$ cat config.mk
export PLATFORM = sky130hd
export DESIGN_NAME = ahb_lite_apb_bridge
export DESIGN_NICKNAME = d
export VERILOG_FILES = /design/src/rtl/ahb_lite_apb_bridge.sv
export SDC_FILE = /design/constraint.sdc
export NUM_CORES = 1
export LEC_CHECK = 0
export BUFFER_PORTS_ARGS = -buffer_cell sky130_fd_sc_hd__clkbuf_2
export CORE_MARGIN = 2
export CORE_UTILIZATION = 45
export CTS_CLUSTER_SIZE = 20
export DETAILED_ROUTE_END_ITERATION = 6
export GPL_ROUTABILITY_DRIVEN = 0
export HOLD_SLACK_MARGIN = 0.08
export PLACE_DENSITY = 0.81
export SLEW_MARGIN = 25
export SYNTH_ARGS = -nofsm -noshare
export SYNTH_HDL_FRONTEND = slang
export SYNTH_SLANG_ARGS = --single-unit
$ cat constraint.sdc
create_clock -name HCLK -period 4.51 [get_ports HCLK]
set_clock_uncertainty 0.05 [all_clocks]
set_input_delay 0.6765 -clock HCLK [delete_from_list [all_inputs] [get_ports HCLK]]
set_output_delay 0.6765 -clock HCLK [all_outputs]
set_load 0.005 [all_outputs]
$ cat src/rtl/ahb_lite_apb_bridge.sv
// ahb_lite_apb_bridge
//   AHB-Lite slave that turns each accepted AHB transfer into a single APB4
//   transfer (SETUP then ACCESS). AHB and APB share HCLK. HREADYOUT, HRESP
//   and HRDATA are registered and feed this slave's slot in the response mux.
//
//   Optional feature macro: APB_PSLVERR_EN
//     defined   : PSLVERR at completion gives a two-cycle AHB ERROR response
//     undefined : PSLVERR is ignored and HRESP stays 0
//
//   Ports
//     HCLK, HRESETn          clock, asynchronous active-low reset
//     HSEL, HADDR, HTRANS,   AHB address phase
//     HWRITE, HSIZE, HREADY
//     HWDATA                 AHB write data (data phase)
//     HREADYOUT, HRESP,      AHB response to the slave mux
//     HRDATA
//     PSEL, PENABLE, PADDR,  APB4 requester side
//     PWRITE, PWDATA, PSTRB
//     PRDATA, PREADY,        APB4 completer response
//     PSLVERR
//
//   state  | meaning
//   IDLE   | no APB transfer; accepts a new AHB transfer
//   SETUP  | PSEL=1 PENABLE=0; HWDATA passed straight to PWDATA
//   ACCESS | PSEL=1 PENABLE=1; waits for PREADY
//   ERR1   | first error cycle: HREADYOUT=0 HRESP=1
//   ERR2   | second error cycle: HREADYOUT=1 HRESP=1; may accept
module ahb_lite_apb_bridge #(
   parameter int ADDR_WIDTH = 16
) (
   input  logic                  HCLK,
   input  logic                  HRESETn,
   input  logic                  HSEL,
   input  logic [31:0]           HADDR,
   input  logic [1:0]            HTRANS,
   input  logic                  HWRITE,
   input  logic [2:0]            HSIZE,
   input  logic [31:0]           HWDATA,
   input  logic                  HREADY,
   output logic                  HREADYOUT,
   output logic                  HRESP,
   output logic [31:0]           HRDATA,
   output logic                  PSEL,
   output logic                  PENABLE,
   output logic [ADDR_WIDTH-1:0] PADDR,
   output logic                  PWRITE,
   output logic [31:0]           PWDATA,
   output logic [3:0]            PSTRB,
   input  logic [31:0]           PRDATA,
   input  logic                  PREADY,
   input  logic                  PSLVERR
);

   typedef enum logic [2:0] {
      ST_IDLE,
      ST_SETUP,
      ST_ACCESS,
      ST_ERR1,
      ST_ERR2
   } state_t;

   state_t      state;
   logic [31:0] pwdata_q;
   logic        accept;
   logic        err;
   logic [3:0]  strb_nxt;
   logic        unused_inputs;

   assign accept = HSEL & HREADY & HTRANS[1];

`ifdef APB_PSLVERR_EN
   assign err           = PSLVERR;
   assign unused_inputs = ^HADDR[31:ADDR_WIDTH];
`else
   assign err           = 1'b0;
   assign unused_inputs = ^{HADDR[31:ADDR_WIDTH], PSLVERR};
`endif

   always_comb begin
      strb_nxt = 4'h0;
      if (HWRITE) begin
         case (HSIZE)
            3'd0:    strb_nxt = 4'b0001 << HADDR[1:0];
            3'd1:    strb_nxt = 4'b0011 << {HADDR[1], 1'b0};
            default: strb_nxt = 4'hF;
         endcase
      end
   end

   // HWDATA is only valid during the data phase, which coincides with SETUP;
   // it is passed through there and held from the register during ACCESS.
   assign PWDATA = (state == ST_SETUP) ? HWDATA : pwdata_q;

   always_ff @(posedge HCLK or negedge HRESETn) begin
      if (!HRESETn) begin
         state     <= ST_IDLE;
         PSEL      <= 1'b0;
         PENABLE   <= 1'b0;
         PADDR     <= '0;
         PWRITE    <= 1'b0;
         PSTRB     <= 4'h0;
         pwdata_q  <= 32'h0;
         HREADYOUT <= 1'b1;
         HRESP     <= 1'b0;
         HRDATA    <= 32'h0;
      end else begin
         case (state)
            ST_IDLE, ST_ERR2: begin
               HRESP <= 1'b0;
               if (accept) begin
                  state     <= ST_SETUP;
                  PSEL      <= 1'b1;
                  PENABLE   <= 1'b0;
                  PADDR     <= {HADDR[ADDR_WIDTH-1:2], 2'b00};
                  PWRITE    <= HWRITE;
                  PSTRB     <= strb_nxt;
                  HREADYOUT <= 1'b0;
               end else begin
                  state     <= ST_IDLE;
                  HREADYOUT <= 1'b1;
               end
            end
            ST_SETUP: begin
               state    <= ST_ACCESS;
               PENABLE  <= 1'b1;
               pwdata_q <= HWDATA;
            end
            ST_ACCESS: begin
               if (PREADY) begin
                  PSEL    <= 1'b0;
                  PENABLE <= 1'b0;
                  if (!PWRITE) HRDATA <= PRDATA;
                  if (err) begin
                     state <= ST_ERR1;
                     HRESP <= 1'b1;
                  end else begin
                     state     <= ST_IDLE;
                     HREADYOUT <= 1'b1;
                  end
               end
            end
            ST_ERR1: begin
               state     <= ST_ERR2;
               HREADYOUT <= 1'b1;
            end
            default: begin
               state     <= ST_IDLE;
               HREADYOUT <= 1'b1;
               HRESP     <= 1'b0;
            end
         endcase
      end
   end

endmodule

==> results by stage <==
Drt:
- The sum of routed wire length over all layers is between 6000 and 7000 microns.
- The detail route stage leaves a number of antenna-violating nets equal to 0.
- Dividing the detail-routed wire length by the instance count gives 13.6 microns.
- The first routing iteration left 40 violations.
- After detailed routing, the number of vias per cell comes to ~4.7.
- The post-detailed-route DRC marker count is 0.
- The via count of the routed design is between 2000 and 2500.
- The count of TritonRoute iterations in the first routing pass is 4.

Placement:
- The count of port buffers added during placement is 175.
- The number of placed cells counting well taps is 480.
- At the placement stage, the worst setup path has a slack of between 2000 and 2500 ps.
- The HPWL after detailed placement is about 5000 microns.

Die:
- The overall die area is between 8000 and 9000 sq um.
- The die outline width is 92.2 microns.
- The initial standard-cell utilization of the core is about 46%.
- The standard cell core area is 7650 sq um.
- The floorplan has 32 rows.
- Measured along the y axis, the die boundary spans around 92 microns.
- The number of primary I/O pins is 197.

Pwr:
- The leakage power summed over all cells is between 2 and 2.5 nW.
- For this design the ratio of total power to cell area is between 500 and 600 nW/um^2.
- The worst-case IR drop observed on VDD is 0.240 mV.

Logic synthesis:
- After synthesis, the netlist uses 23 different library cells.
- The number of flops mapped to enable cells by yosys is 0.
- The library cell with the largest summed area after synthesis is dfrtp_1.
- In this run the biggest area consumer among cell types represents a little over three fifths of the synthesized area.
- The flop and latch count out of synthesis is 89.
- The post-synthesis async set-or-reset flop share is 100%.
- In the synthesized netlist, the number of instances is between 200 and 250.
- The flip-flop cell with the highest count after synthesis is dfrtp_1.
- In the post-synthesis netlist, the biggest area contributors are dfrtp_1 (63%), mux2_2 (20%), mux2_4 (7.3%).
- The netlist area before placement is 3500 sq um.
- The per-instance average area after synthesis is about 17 sq um.
- Of the synthesized area, sequential elements account for 63.7%.
- During synthesis, Yosys emitted a total of 0 warnings.

GRT:
- The via count of the first global-routing pass is ~2300.
- The busiest metal layer after global routing is met2.
- The met2 usage is between 20% and 30%.
- Summed over all layers, the global routing overflow is 0.
- The first global-routing pass estimated 10800 microns of wire.
- The total global routing track utilization is roughly 16%.
- The pin count of the biggest net entering global routing is 90.
- The number of antenna violations at the first check in global routing was 0.
- The global-route met3 utilization is 4.77%.
- The met1 global-route usage is around a fifth.

Clocking:
- Buffers inserted to repair hold after CTS numbered 0.
- The number of gates resized after CTS was 0.
- The clock-pin slew of the registers on the worst-case setup and hold paths is approximately 90 ps.
- The clock sink total is 89.
- At the later pin of the worst-skew pair, clock insertion delay measures roughly 340 ps.
- In this run, CTS created clock tree buffers numbering 9.
- TritonCTS built the clock tree.
- The number of levels in the clock H-tree is 3.
- The root buffer cell chosen for the clock tree is clkbuf_8.
- The number of setup buffers added after CTS is 0.
- The worst-case clock buffer depth is 2.

Timing:
- The worst path uses between 50% and 60% of the clock period.
- The final-layout setup total negative slack is 0 ps.
- The final-report max-slew violation count is 0.
- The slack of the critical path is about 1900 ps.
- Derived from the worst setup path, the maximum achievable clock frequency is approximately 0.38 GHz.
- At the pin with the least slew margin, the transition time is about 850 ps.
- Setup repair after global routing left no endpoint under its margin.
- The worst pin sits at a relative slew slack of 43.2%.
- The final count of negative-setup-slack endpoints is 0.
- The final hold violation count was 0.
- The shortest clock period the worst path allows after layout is about 2600 ps.

Worst setup path:
- The critical path in this run is classified as reg2out.
- Along the worst path, the maximum fanout reaches 33.
- In this run the worst setup path begins at state[1].
- The endpoint class of the critical path is an output pin.
- At the worst endpoint, the arrival time is between 1500 and 2000 ps.
- The critical path data required time is 3780 ps.
- Measured in cells, the most critical reg-to-reg path has a length of 3.
- The kind of start point of the critical path is a flip-flop.
- The source of the worst register-to-register timing path is state[0].

Outcome:
- The run finished with clean final reports.

Final layout:
- The final antenna diode count is 0.
- The final net count is approximately 500.
- The area growth from synthesis to layout is 32.3%.
- The share of final-layout standard cells stronger than drive strength 1 is between 60% and 70%.
- After filler insertion, the fill cell instance count of the layout stands at 629.
- For this run, the share of the core covered by cells in the final layout is between 60 and 70%.
- After the flow finishes, the layout carries non-filler instances totaling slightly below 500.
- The top cell types in the final layout, fill and taps aside, are clkbuf_2 (174), dfrtp_1 (88), mux2_2 (61).
- The most common cell after layout, fill and taps aside is clkbuf_2.

Hold path:
- The class of the worst hold path is in2async.

Job:
- The reported max-cap violation count is 0.
kinds of logic after synthesis:
logic type	Yosys count	synth area share (%)
buf+inv	14	3.22
flops	89	63.7
compound gates	10	1.61
mux	83	28.5
simple gates	14	2.86
other cells	1	0.107
critical path: stages (launching register included):
cell and delay [ps]:
dfrtp_1 460, nor3b_4 190, buf_4 400, mux2_2 410, clkbuf_2 110
final cells by class:
| cell class | instances | area, sq um | area share (%) |
|---|---|---|---|
| Sequential cell | 89 | 2230 | 48.1 |
| Inverter | 3 | 11.3 | 0.243 |
| Timing Repair Buffer | 176 | 890 | 19.2 |
| Clock inverter | 4 | 51.3 | 1.11 |
| Tap cell | 102 | 128 | 2.76 |
| Multi-Input combinational cell | 110 | 1170 | 25.2 |
| Clock buffer | 12 | 155 | 3.35 |
report_power, final:
part	switching [mW]	internal, mW
Sequential	0.124	1.08
Clock	0.263	0.287
Combinational	0.274	0.438
registers in the layout (all words and copies together) (netlist names):
| name | cells |
|---|---|
| PWRITE | 1 |
| HREADYOUT | 1 |
| state | 3 |
| pwdata_q | 32 |
| PSEL | 1 |
| PSTRB | 4 |
| PENABLE | 1 |
| HRDATA | 32 |
| PADDR | 14 |
worst paths after layout:
check	endpoint	slack (ps)
worst max register to register	HRDATA[4]	2490
worst min register to register	HREADYOUT	410
worst min-delay path	pwdata_q[20]	320
worst max-delay path	PWDATA[6]	1860
max in group asynchronous	PSTRB[3]	3550
min in group HCLK	HREADYOUT	410
per-layer routing:
layer / vias to the layer above / wire length [microns] / share of wire (%)
li1: 1084 / - / -
met1: 1116 / 2780 / 41
met2: 107 / 3360 / 50
met3: 9 / 507 / 7.5
met4: 0 / 85 / 1.3
met5: - / 0 / 0
stage by stage:
step	cell area [sq um]	hold slack, ps	power (mW)
after floorplan	3510	331	1.55
after global placement	4420	400	1.91
after detailed placement	4420	403	1.95
after CTS	4630	416	2.50
after global routing	4630	392	2.62
final	4630	322	2.46
Yosys cell counts, types with 2 or more instances:
cell type / number
dfrtp_1: 88
nand2_1: 3
o21ai_0: 6
inv_1: 2
nand2b_1: 2
a21oi_1: 2
buf_6: 5
mux2_4: 17
buf_4: 6
nor2_1: 3
mux2_2: 61
mux2_1: 5
No activity file was read; power rests on OpenSTA's default activity.
